==> src/rtl/edge_capture_pkg.sv <==
// Shared types for the edge_capture pulse-timing block.
package edge_capture_pkg;

  // Measurement FSM states.
  typedef enum logic [1:0] {
    IDLE = 2'd0,
    HIGH = 2'd1,
    LOW  = 2'd2
  } cap_state_e;

  // Widest counter the result record can hold. Instances narrower than this
  // zero-extend into the record and only expose their own low bits.
  localparam int unsigned CAP_MAX_W = 32;

  // One completed measurement as held in the output register.
  typedef struct packed {
    logic [CAP_MAX_W-1:0] period;
    logic [CAP_MAX_W-1:0] high;
    logic                 sat;
  } cap_res_t;

  // A strobe only counts when the opposite strobe is quiet in the same cycle;
  // both together are treated as noise and ignored.
  function automatic logic clean_strobe(input logic mine, input logic other);
    return mine & ~other;
  endfunction

endpackage

==> src/rtl/edge_capture_sat_cnt.sv <==
// Saturating up-counter with a sticky saturation flag.
// Priority: clear, then load-to-1, then increment.
module sat_cnt #(
  parameter int unsigned CNT_WIDTH = 16
) (
  input  logic                 clk_i,
  input  logic                 rst_i,
  input  logic                 clr_i,
  input  logic                 load1_i,
  input  logic                 inc_i,
  output logic [CNT_WIDTH-1:0] cnt_o,
  output logic                 sat_o
);

  localparam logic [CNT_WIDTH-1:0] CNT_MAX = '1;
  localparam logic [CNT_WIDTH-1:0] CNT_ONE = {{(CNT_WIDTH-1){1'b0}}, 1'b1};

  logic [CNT_WIDTH-1:0] cnt_d, cnt_q;
  logic                 sat_d, sat_q;

  // Next count: the flag is set only when an increment is clipped at the top.
  always_comb begin
    cnt_d = cnt_q;
    sat_d = sat_q;
    if (clr_i) begin
      cnt_d = '0;
      sat_d = 1'b0;
    end else if (load1_i) begin
      cnt_d = CNT_ONE;
      sat_d = 1'b0;
    end else if (inc_i) begin
      if (cnt_q == CNT_MAX) begin
        sat_d = 1'b1;
      end else begin
        cnt_d = cnt_q + CNT_ONE;
      end
    end
  end

  // Counter and flag registers.
  always_ff @(posedge clk_i) begin
    if (rst_i) begin
      cnt_q <= '0;
      sat_q <= 1'b0;
    end else begin
      cnt_q <= cnt_d;
      sat_q <= sat_d;
    end
  end

  assign cnt_o = cnt_q;
  assign sat_o = sat_q;

endmodule

==> src/rtl/edge_capture.sv <==
// Pulse-timing capture: measures high time and period of a signal from its
// rising/falling edge strobes and presents each result on a valid/ready port.
//
//  state | meaning
//  ------+-----------------------------------------------------------------
//  IDLE  | disabled or waiting for the first rising edge; counter held at 0
//  HIGH  | signal high since the last rising edge; waiting for falling edge
//  LOW   | high time captured; next rising edge closes the measurement
module edge_capture
  import edge_capture_pkg::*;
#(
  parameter int unsigned CNT_WIDTH = 16
) (
  input  logic                 clk_i,
  input  logic                 rst_i,
  input  logic                 en_i,
  input  logic                 re_i,
  input  logic                 fe_i,
  input  logic                 clr_i,
  output logic                 valid_o,
  input  logic                 ready_i,
  output logic [CNT_WIDTH-1:0] period_o,
  output logic [CNT_WIDTH-1:0] high_o,
  output logic                 sat_o,
  output logic                 ovr_o,
  output logic                 busy_o
);

  cap_state_e           state_d, state_q;
  logic [CNT_WIDTH-1:0] hcnt_d, hcnt_q;
  cap_res_t             res_d, res_q;
  logic                 valid_d, valid_q;
  logic                 ovr_d, ovr_q;

  logic                 re_ok, fe_ok;
  logic                 cnt_clr, cnt_load1, cnt_inc;
  logic [CNT_WIDTH-1:0] cnt;
  logic                 cnt_sat;
  logic                 close;
  logic                 drop;

  assign re_ok   = clean_strobe(re_i, fe_i);
  assign fe_ok   = clean_strobe(fe_i, re_i);
  assign cnt_inc = (state_q != IDLE);

  sat_cnt #(
    .CNT_WIDTH (CNT_WIDTH)
  ) u_cnt (
    .clk_i   (clk_i),
    .rst_i   (rst_i),
    .clr_i   (cnt_clr),
    .load1_i (cnt_load1),
    .inc_i   (cnt_inc),
    .cnt_o   (cnt),
    .sat_o   (cnt_sat)
  );

  // FSM next state, high-time capture and output register/overrun handling.
  always_comb begin
    state_d   = state_q;
    hcnt_d    = hcnt_q;
    res_d     = res_q;
    valid_d   = valid_q;
    ovr_d     = ovr_q;
    cnt_clr   = 1'b0;
    cnt_load1 = 1'b0;
    close     = 1'b0;
    drop      = 1'b0;

    // Disable aborts the measurement but leaves any pending result alone.
    if (!en_i) begin
      state_d = IDLE;
      hcnt_d  = '0;
      cnt_clr = 1'b1;
    end else begin
      case (state_q)
        IDLE: begin
          if (re_ok) begin
            state_d   = HIGH;
            cnt_load1 = 1'b1;
          end
        end
        HIGH: begin
          // A second rising edge without a falling edge means the falling
          // edge was missed; start over from this rising edge.
          if (re_ok) begin
            cnt_load1 = 1'b1;
          end else if (fe_ok) begin
            hcnt_d  = cnt;
            state_d = LOW;
          end
        end
        LOW: begin
          // The closing rising edge also opens the next measurement.
          if (re_ok) begin
            close     = 1'b1;
            cnt_load1 = 1'b1;
            state_d   = HIGH;
          end
        end
        default: begin
          state_d = IDLE;
          cnt_clr = 1'b1;
        end
      endcase
    end

    if (valid_q && ready_i) begin
      valid_d = 1'b0;
    end

    if (close) begin
      if (!valid_q || ready_i) begin
        res_d.period = CAP_MAX_W'(cnt);
        res_d.high   = CAP_MAX_W'(hcnt_q);
        res_d.sat    = cnt_sat;
        valid_d      = 1'b1;
      end else begin
        drop = 1'b1;
      end
    end

    // A drop in the same cycle as a clear leaves the flag set.
    if (drop) begin
      ovr_d = 1'b1;
    end else if (clr_i) begin
      ovr_d = 1'b0;
    end
  end

  // State and output registers.
  always_ff @(posedge clk_i) begin
    if (rst_i) begin
      state_q <= IDLE;
      hcnt_q  <= '0;
      res_q   <= '0;
      valid_q <= 1'b0;
      ovr_q   <= 1'b0;
    end else begin
      state_q <= state_d;
      hcnt_q  <= hcnt_d;
      res_q   <= res_d;
      valid_q <= valid_d;
      ovr_q   <= ovr_d;
    end
  end

  // Upper record bits are always zero for narrow instances.
  generate
    if (CNT_WIDTH < CAP_MAX_W) begin : g_unused_hi
      logic unused_hi;
      assign unused_hi = ^{res_q.period[CAP_MAX_W-1:CNT_WIDTH],
                           res_q.high[CAP_MAX_W-1:CNT_WIDTH]};
    end
  endgenerate

  assign valid_o  = valid_q;
  assign period_o = res_q.period[CNT_WIDTH-1:0];
  assign high_o   = res_q.high[CNT_WIDTH-1:0];
  assign sat_o    = res_q.sat;
  assign ovr_o    = ovr_q;
  assign busy_o   = (state_q != IDLE);

endmodule

==> config.mk <==
export PLATFORM = sky130hd
export DESIGN_NAME = edge_capture
export DESIGN_NICKNAME = d
export VERILOG_FILES = /design/src/rtl/edge_capture_pkg.sv /design/src/rtl/edge_capture_sat_cnt.sv /design/src/rtl/edge_capture.sv
export SDC_FILE = /design/constraint.sdc
export NUM_CORES = 1
export LEC_CHECK = 0
export BUFFER_PORTS_ARGS = -buffer_cell sky130_fd_sc_hd__buf_2
export CAP_MARGIN = 20
export CORE_ASPECT_RATIO = 0.9
export CORE_MARGIN = 2
export CORE_UTILIZATION = 50
export DETAILED_ROUTE_END_ITERATION = 16
export PLACE_DENSITY = 0.72
export REMOVE_ABC_BUFFERS = 1
export SLEW_MARGIN = 20
export SYNTH_ARGS = -nofsm -noshare
export SYNTH_HDL_FRONTEND = slang
export SYNTH_SLANG_ARGS = --single-unit
==> constraint.sdc <==
create_clock -name clk_i -period 2.4 [get_ports clk_i]
set_clock_uncertainty 0.2 [all_clocks]
set_input_delay 0 -clock clk_i [delete_from_list [all_inputs] [get_ports clk_i]]
set_output_delay 0 -clock clk_i [all_outputs]
set_load 0.005 [all_outputs]
==> impl_metrics.py, run 1 <==
metrics = {
    "run_status": {
        "outcome": "finished, final reports clean",
    },
    "critical_path": {
        "critPathMaxStageDelay_ns": 0.61,
        "r2r_slack_ns": 0.24,
        "criticalPathCategory": "reg2reg",
        "startpoint_type": "register",
        "crit_path_end_kind": "register",
        "r2r-start": "u_cnt.cnt_o[3]",
        "cpMaxStageDelayCell": "or4_1",
        "critical_path.startpoint": "u_cnt.cnt_o[3]",
        "ff2ff_path_depth": 4,
        "cp_max_fo": 8,
        "crit_top_cell": "or4_1",
        "worstPathArrival_ns": 2.22,
        "crit_chain": "nand3_2, or4_1, or4_1, a21oi_1",
        "regToRegEndpoint": "u_cnt.cnt_o[13]",
        "crit_required_ns": 2.47,
    },
    "clock_network": {
        "ctsHtreeMaxLevel": 3,
        "holdBufCountCts": 9,
        "clock_latency_ns": 0.34,
        "tritoncts": "yes",
        "path_clk_slew_ns": 0.07,
        "post_cts_buffers": 0,
        "cts_sinks": 70,
        "cts-root-buf": "clkbuf_8",
        "clockBufferDepth": 2,
        "cts_made_buffers": 9,
        "cts_resized": 0,
    },
    "final_layout": {
        "area_growth_syn_to_layout_pct": 19.3,
        "finalNetCount": 370,
        "diodes": 0,
        "multiInputGateArea_um2": 1290,
        "fillers": 466,
        "drive_gt1_frac": 0.178,
        "final_area_um2": 3340,
        "seqCellArea_um2": 1400,
    },
    "die": {
        "die-width_um": 82.8,
        "rows": 25,
        "dieArea_um2": 6210,
        "initial_core_util": 0.526,
        "coreArea_um2": 5320,
        "pin_count": 43,
        "dieHeight_um": 74.9,
    },
    "place": {
        "portBuffers": 42,
        "placed_area_um2": 3080,
        "pre_cts_slack_ns": 0.272,
        "dp_hpwl_mm": 3.84,
        "gp_congestion": 0.865,
    },
    "worst_hold_path": {
        "hold_class": "reg2reg",
        "min_path_cells": 2,
        "hold-path-endpoint": "hcnt_q[8]",
        "min_from": "hcnt_q[8]",
    },
    "grt": {
        "grt_first_pass_wirelength_mm": 9.73,
        "grt_pass1_vias": 2020,
        "track_usage": 0.199,
        "grt_max_degree": 36,
        "antenna_found_initial": 0,
        "grt_overflow": 0,
    },
    "drt": {
        "wl_met2_mm": 2.53,
        "first_pass_iters": 4,
        "viasPerCell": 5.43,
        "highest_layer": "met4",
        "met1Wirelength_mm": 2.80,
        "wire_per_inst_um": 13.3,
        "post-route-drc-count": 0,
        "wirelength_mm": 5.74,
        "ant_nets": 0,
        "vias": 2345,
        "met3_length_um": 310,
        "drt_iter0_drc": 107,
    },
    "sta": {
        "period_share": 0.899,
        "fin_ws_ns": 0.243,
        "relSlewSlack": 0.531,
        "post-route-min-period_ns": 2.16,
        "finalHoldViolations": 0,
        "drv_slew": 0,
        "max_freq_ghz": 0.464,
        "setup_viol": 0,
        "max_slew.worst_pin.slew_ns": 0.703,
        "rsz0062_at_grt": "no",
    },
    "synth": {
        "synth_seq_cells": 70,
        "yosysWarnings": 0,
        "yosysUniqueCellTypes": 32,
        "syn_area_um2": 2800,
        "yosysSeqAreaShare": 0.501,
        "avgSynthCellArea_um2": 8.88,
        "netlist_instances": 315,
    },
    "run": {
        "maxCapViolCount": 0,
    },
    "power_and_ir_drop": {
        "vdd_drop_max_v": 0.000682,
        "p_leak_nw": 1.21,
        "p_per_area_nw_per_um2": 621,
    },
}
cell usage in the layout, fill, tap and decap left out, types with 2 or more instances in the layout:
cell type       n
dfxtp_1        70
buf_2          42
nor2_1         40
nand2_1        38
mux2i_1        33
a21oi_1        33
or4_1          11
o31ai_1         9
clkbuf_8        9
dlygate4sd3_1   9
buf_4           8
nand4_1         7
nand3_1         6
nor2b_1         5
nand2b_1        5
and3_1          4
o21ai_0         4
inv_1           3
or3_1           3
nor3_1          3
clkbuf_1        3
and2_1          2
a211oi_1        2
o21a_1          2
stage by stage:
stage | total power [W] | hold WS, ns | instances | TNS, ns | utilization
floorplan | 0.00121 | -0.131 | 291 | -79.78 | -
global placement | 0.00124 | 0.0695 | 409 | 0 | 0.579
detailed placement | 0.00124 | 0.0801 | 409 | 0 | 0.579
CTS | 0.00210 | 0.256 | 432 | 0 | 0.628
global route | 0.00214 | 0.273 | 432 | 0 | 0.628
finish | 0.00207 | 0.255 | 432 | 0 | 0.628
layout make-up:
type                    count  share of cell area
flip-flops and latches     70               0.420
multi-input cells         217               0.385
repair buffers             60               0.114
clock buffers              12              0.0405
well taps                  67              0.0251
clock inverters             2              0.0105
inverters                   4             0.00450
where the power goes:
| group | internal (W) | switching, W | total (W) | leakage [nW] |
|---|---|---|---|---|
| Sequential | 0.00116 | 0.00000219 | 0.00117 | 0.564 |
| Clock | 0.000468 | 0.000382 | 0.000849 | 0.0863 |
| Combinational | 0.0000219 | 0.0000344 | 0.0000562 | 0.563 |
metal layers:
metal,vias to the layer above,GRT usage
met5,-,0
met4,0,0.0765
met3,6,0.0658
met2,56,0.312
met1,1085,0.261
li1,1198,-
how the worst max path moves through the flow:
stage                                  to  cells after the start  slack, ns
after floorplan                 high_o[0]                      4      -2.42
after global placement     u_cnt.cnt_o[9]                      4       0.32
after detailed placement  u_cnt.cnt_o[13]                      4       0.27
after CTS                 u_cnt.cnt_o[13]                      4       0.25
after global routing       u_cnt.cnt_o[2]                      5        0.1
final                     u_cnt.cnt_o[13]                      4       0.24
critical path: cells and delay by family (launching register included):
family	cells	cell delay, ns
AOI/OAI and AO/OA	1	0.15
and+or+nand+nor	3	1.27
DFF	1	0.46
cell usage after synthesis:
cell type	n	area [um2]
nor3b_1	1	7.51
and3_1	4	25.0
nand3_2	1	10.0
o311a_1	1	10.0
or4_1	11	82.6
o31ai_1	9	67.6
and2_1	2	12.5
a41oi_1	1	8.76
clkbuf_1	17	63.8
buf_2	7	35.0
nand2_1	38	143
nand4_1	7	43.8
nor4_1	1	6.26
o21ai_0	4	20.0
a211oi_1	2	15.0
dfxtp_1	70	1400
inv_1	3	11.3
ha_1	1	12.5
mux2i_1	33	330
a21oi_1	33	165
a31oi_1	1	6.26
nand2b_1	5	31.3
or3_1	3	18.8
o21a_1	2	15.0
nor2_1	40	150
nand3_1	6	30.0
o211ai_1	1	7.51
o41ai_1	1	8.76
nor3_1	3	15.0
inv_2	1	3.75
nor2b_1	5	31.3
nand3b_1	1	7.51
kinds of logic after synthesis:
family | count (synthesis) | share of synthesized area
AND/OR/NAND/NOR | 128 | 0.220
adder cells (fa/ha/maj) | 1 | 0.00447
buffers and inverters | 28 | 0.0407
flip-flops | 70 | 0.501
multiplexers | 33 | 0.118
AO/OA/AOI/OAI | 55 | 0.116
sequential cells by signal, indices dropped and copies added (netlist names):
signal and count:
u_cnt.cnt_o 16, sat_o 1, state_q 2, ovr_o 1, high_o 16, period_o 16, u_cnt.sat_o 1, hcnt_q 16
valid_o 1
No activity file was read; power rests on OpenSTA's default activity.
==> inputs of run 2 (changes only) <==
REMOVE_ABC_BUFFERS = unset   (was 1)
==> run 2 against run 1 <==
Via count rose by 5.2%. Register-to-register slack got worse by 0.05 ns. Combinational power rose by 7.3%. Final cell count rose by 2.3%. Fmax fell by 2.4%. Die area did not move. Largest power group unchanged. Sequential power barely moved. Flip-flop and latch count did not move.
==> impl_metrics.py, run 2 (same netlist as run 1, synthesis figures left out) <==
metrics = {
    "run_status": {
        "outcome": "finished, final reports clean",
    },
    "sta": {
        "fin_setup_tns_ns": 0,
        "finalHoldViolations": 0,
        "post-route-min-period_ns": 2.21,
        "max_slew.worst_pin.slew_ns": 0.634,
        "rsz0062_at_grt": "no",
        "relSlewSlack": 0.577,
        "setup_viol": 0,
        "max_freq_ghz": 0.452,
        "period_share": 0.921,
        "drv_slew": 0,
    },
    "critical_path": {
        "cp_max_fo": 17,
        "cpMaxStageDelayCell": "dlygate4sd3_1",
        "crit_chain": "nor2b_1, nand2b_1, nand2_1, a21oi_1, dlygate4sd3_1",
        "r2r-start": "state_q[0]",
        "startpoint_type": "register",
        "critPathMaxStageDelay_ns": 0.56,
        "crit_path_end_kind": "register",
        "r2r_slack_ns": 0.19,
        "crit_required_ns": 2.44,
        "worstPathArrival_ns": 2.25,
        "criticalPathCategory": "reg2reg",
        "regToRegEndpoint": "hcnt_q[1]",
        "ff2ff_path_depth": 5,
    },
    "die": {
        "coreArea_um2": 5320,
        "pin_count": 43,
        "dieArea_um2": 6210,
        "die-width_um": 82.8,
        "dieHeight_um": 74.9,
        "initial_core_util": 0.526,
        "rows": 25,
    },
    "drt": {
        "ant_nets": 0,
        "drt_iter0_drc": 153,
        "wire_per_inst_um": 14.6,
        "vias": 2468,
        "viasPerCell": 5.58,
        "first_pass_iters": 4,
        "post-route-drc-count": 0,
        "wirelength_mm": 6.45,
    },
    "grt": {
        "grt_pass1_vias": 2211,
        "grt_max_degree": 36,
        "grt_overflow": 0,
        "track_usage": 0.217,
        "grt_first_pass_wirelength_mm": 10.6,
        "antenna_found_initial": 0,
    },
    "clock_network": {
        "post_cts_buffers": 0,
        "clockBufferDepth": 2,
        "clock_latency_ns": 0.35,
        "cts_made_buffers": 9,
        "ctsHtreeMaxLevel": 3,
        "cts_resized": 0,
        "path_clk_slew_ns": 0.08,
        "cts_sinks": 70,
        "tritoncts": "yes",
        "cts-root-buf": "clkbuf_8",
    },
    "place": {
        "portBuffers": 42,
        "dp_hpwl_mm": 4.39,
        "gp_congestion": 0.946,
        "place_inst": 413,
    },
    "worst_hold_path": {
        "min_from": "hcnt_q[9]",
        "hold_class": "reg2reg",
        "min_path_cells": 2,
        "hold-path-endpoint": "hcnt_q[9]",
    },
    "final_layout": {
        "diodes": 0,
        "final_cell_mix": "70 x dfxtp_1, 42 x buf_2, 40 x nor2_1",
        "finalNetCount": 378,
        "layout_commonest_cell": "dfxtp_1",
        "area_growth_syn_to_layout_pct": 21.9,
        "drive_gt1_frac": 0.197,
        "fin_cells": 442,
    },
    "synth": {
        "syn-num-nets": 323,
    },
    "power_and_ir_drop": {
        "p_leak_nw": 1.26,
        "p_per_area_nw_per_um2": 614,
        "vdd_drop_max_v": 0.000455,
    },
    "run": {
        "maxCapViolCount": 0,
    },
}
-- run 2: cell types whose count changed in the layout (fill, tap and decap cells not counted), sizes merged --
cell,delta
buf,+4
dlygate4sd3,+4
clkbuf,-2
clkinv,+2
clkinvlp,+2
bufinv,-1
inv,+1
-- run 2: stage by stage --
stage          setup slack, ns  hold slack [ns]  power [W]   util  instance area [um2]
4_1_cts                  0.242            0.258    0.00211  0.641                 3410
6_report                 0.189            0.258    0.00209  0.641                 3410
3_5_place_dp             0.289           0.0821    0.00124  0.582                 3090
5_1_grt                 0.0616            0.276    0.00217  0.641                 3410
3_3_place_gp             0.326           0.0655    0.00124  0.582                 3090
2_1_floorplan            0.422          -0.0182    0.00122      -                 2800
-- run 2: how the worst max path moves through the flow --
stage / startpoint / end / cells after the start
finish: state_q[0] / hcnt_q[1] / 5
global route: state_q[0] / hcnt_q[1] / 5
CTS: state_q[0] / hcnt_q[1] / 5
detailed placement: u_cnt.cnt_o[4] / u_cnt.cnt_o[15] / 4
global placement: u_cnt.cnt_o[3] / u_cnt.cnt_o[13] / 4
floorplan: u_cnt.cnt_o[3] / u_cnt.cnt_o[13] / 5
-- run 2: area by class of cell --
| cell class | count | area (um2) |
|---|---|---|
| repair buffers | 68 | 438 |
| flip-flops and latches | 70 | 1400 |
| clock buffers | 10 | 138 |
| clock inverters | 6 | 46.3 |
| inverters | 4 | 15.0 |
| well taps | 67 | 83.8 |
| fillers | 463 | 1910 |
| multi-input cells | 217 | 1290 |
-- run 2: repair_timing --
action,4_1_cts,5_1_grt
setup endpoints to repair,0,0
hold endpoints to repair,42,0
hold buffers,13,0
-- run 2: layer usage --
metal	GRT usage	share of wire	wire, um	vias up
li1	-	-	-	1216
met1	0.283	0.46	2980	1169
met2	0.339	0.47	3010	76
met3	0.0713	0.061	394	7
met4	0.0856	0.0098	63	0
met5	0	0	0	-
-- run 2: power breakdown --
part	switching, W	internal, W	leakage, nW
clock	0.000461	0.000408	0.0889
sequential	0.00000219	0.00116	0.564
combinational	0.0000372	0.0000231	0.605
-- run 2: critical path, delay by kind of cell (launching register included) --
kind	cells	cell delay [ns]
compound gates	1	0.08
simple gates	3	0.83
flops	1	0.43
buf+inv	1	0.56
==> inputs of run 3 (changes only) <==
CORE_UTILIZATION = 30   (was 50)
PLACE_DENSITY = unset   (was 0.72)
==> run 3 against run 2 <==
First-iteration DRC count up 12%. Total power up 11%. Final cell count up 12%. Die area up 63%. Register-to-register slack about the same. Hold slack worse by 0.00087 ns. Flip-flop and latch count unchanged. Fmax up 0.45%. Sequential share of layout area down 1.2 points. Via count down 2.5%. Setup slack better by 0.0099 ns.
==> impl_metrics.py, run 3 (same netlist as run 1, synthesis figures left out) <==
metrics = {
    "run": {
        "maxCapViolCount": 0,
    },
    "final_layout": {
        "area_growth_syn_to_layout_pct": 25.6,
        "final_util": 0.387,
        "drive_gt1_frac": 0.198,
        "layout_commonest_cell": "dfxtp_1",
        "diodes": 0,
        "final_area_um2": 3510,
        "fin_cells": 496,
        "finalNetCount": 377,
        "final_cell_mix": "70 x dfxtp_1, 42 x buf_2, 40 x nor2_1",
        "fillers": 914,
    },
    "drt": {
        "wirelength_mm": 6.63,
        "ant_nets": 0,
        "vias": 2407,
        "viasPerCell": 4.85,
        "wire_per_inst_um": 13.4,
        "first_pass_iters": 4,
        "post-route-drc-count": 0,
        "drt_iter0_drc": 172,
    },
    "die": {
        "coreArea_um2": 9080,
        "dieArea_um2": 10100,
        "initial_core_util": 0.308,
        "die-width_um": 106,
        "pin_count": 43,
        "rows": 33,
        "dieHeight_um": 95.6,
    },
    "clock_network": {
        "cts_made_buffers": 9,
        "tritoncts": "yes",
        "post_cts_buffers": 0,
        "ctsHtreeMaxLevel": 3,
        "path_clk_slew_ns": 0.08,
        "cts-root-buf": "clkbuf_8",
        "cts_resized": 0,
        "holdBufCountCts": 12,
        "clockBufferDepth": 2,
        "clock_latency_ns": 0.35,
        "cts_sinks": 70,
    },
    "sta": {
        "period_share": 0.917,
        "rsz0062_at_grt": "no",
        "setup_viol": 0,
        "max_slew.worst_pin.slew_ns": 0.640,
        "max_freq_ghz": 0.454,
        "fin_setup_tns_ns": 0,
        "post-route-min-period_ns": 2.20,
        "relSlewSlack": 0.573,
        "drv_slew": 0,
        "finalHoldViolations": 0,
    },
    "critical_path": {
        "crit_top_cell": "or4_1",
        "worstPathArrival_ns": 2.27,
        "worst_path_dominant_cell_family": "simple AND/OR/NAND/NOR gates",
        "crit_required_ns": 2.47,
        "cp_num_buf_inv": 0,
        "crit_chain": "nand3_2, or4_1, or4_1, a21oi_1",
        "criticalPathCategory": "reg2reg",
        "critPathMaxStageDelay_ns": 0.62,
        "cp_max_fo": 8,
        "cpMaxStageDelayCell": "or4_1",
        "startpoint_type": "register",
        "crit_path_end_kind": "register",
    },
    "place": {
        "portBuffers": 42,
        "placed_area_um2": 3160,
        "gp_congestion": 0.941,
        "dp_hpwl_mm": 4.44,
        "place_inst": 468,
    },
    "grt": {
        "grt_first_pass_wirelength_mm": 11.1,
        "track_usage": 0.140,
        "antenna_found_initial": 0,
        "grt_overflow": 0,
        "grt_max_degree": 36,
        "grt_pass1_vias": 2283,
    },
    "run_status": {
        "outcome": "finished, final reports clean",
    },
    "worst_hold_path": {
        "hold_class": "reg2reg",
    },
    "power_and_ir_drop": {
        "p_per_area_nw_per_um2": 659,
        "vdd_drop_max_v": 0.000403,
        "p_leak_nw": 1.27,
        "total_power_w": 0.00231,
    },
    "synth": {
        "syn-num-nets": 323,
    },
}
==> run 3: cell types whose count changed in the layout (fill, tap and decap cells not counted) <==
cell           previous run  this run
inv_6                     1         2
clkinvlp_4                2         1
inv_8                     0         1
clkinv_2                  1         0
bufinv_16                 0         2
clkinv_4                  2         1
dlygate4sd3_1            13        12
clkbuf_8                 10         9
==> run 3: per-layer routing <==
layer,track usage,vias up,wire [um]
met1,0.185,1110,3320
li1,-,1218,-
met2,0.212,71,2830
met5,0,-,0
met4,0.0482,0,82
met3,0.0513,8,395
==> run 3: layout make-up <==
cell class | instances | area [um2] | area share
Multi-Input combinational cell | 217 | 1290 | 0.366
Inverter | 4 | 15.0 | 0.00428
Clock inverter | 7 | 105 | 0.0299
Timing Repair Buffer | 67 | 428 | 0.122
Sequential cell | 70 | 1400 | 0.399
Clock buffer | 9 | 124 | 0.0353
Tap cell | 122 | 153 | 0.0435
==> run 3: tightest hold or removal path: stages (launching register included) <==
cell and delay [ns]:
dfxtp_1 0.32, nand2_1 0.05, a21oi_1 0.05
==> run 3: worst paths after layout <==
path	startpoint	end	slack, ns	cells after the start
worst min-delay path	hcnt_q[8]	hcnt_q[8]	0.26	2
worst max-delay path	u_cnt.cnt_o[3]	u_cnt.cnt_o[15]	0.20	4
worst max register to register	u_cnt.cnt_o[3]	u_cnt.cnt_o[15]	0.20	4
worst min register to register	hcnt_q[8]	hcnt_q[8]	0.26	2
==> run 3: through the flow <==
step	hold slack (ns)	setup WS [ns]
after floorplan	-0.0182	0.422
after global placement	0.0671	0.312
after detailed placement	0.0798	0.229
after CTS	0.262	0.204
after global routing	0.280	0.0856
final	0.257	0.199
==> run 3: where the power goes <==
group,internal (W),switching (W),total [W]
registers,0.00116,0.00000212,0.00116
clock network,0.000601,0.000491,0.00109
logic,0.0000231,0.0000359,0.0000590
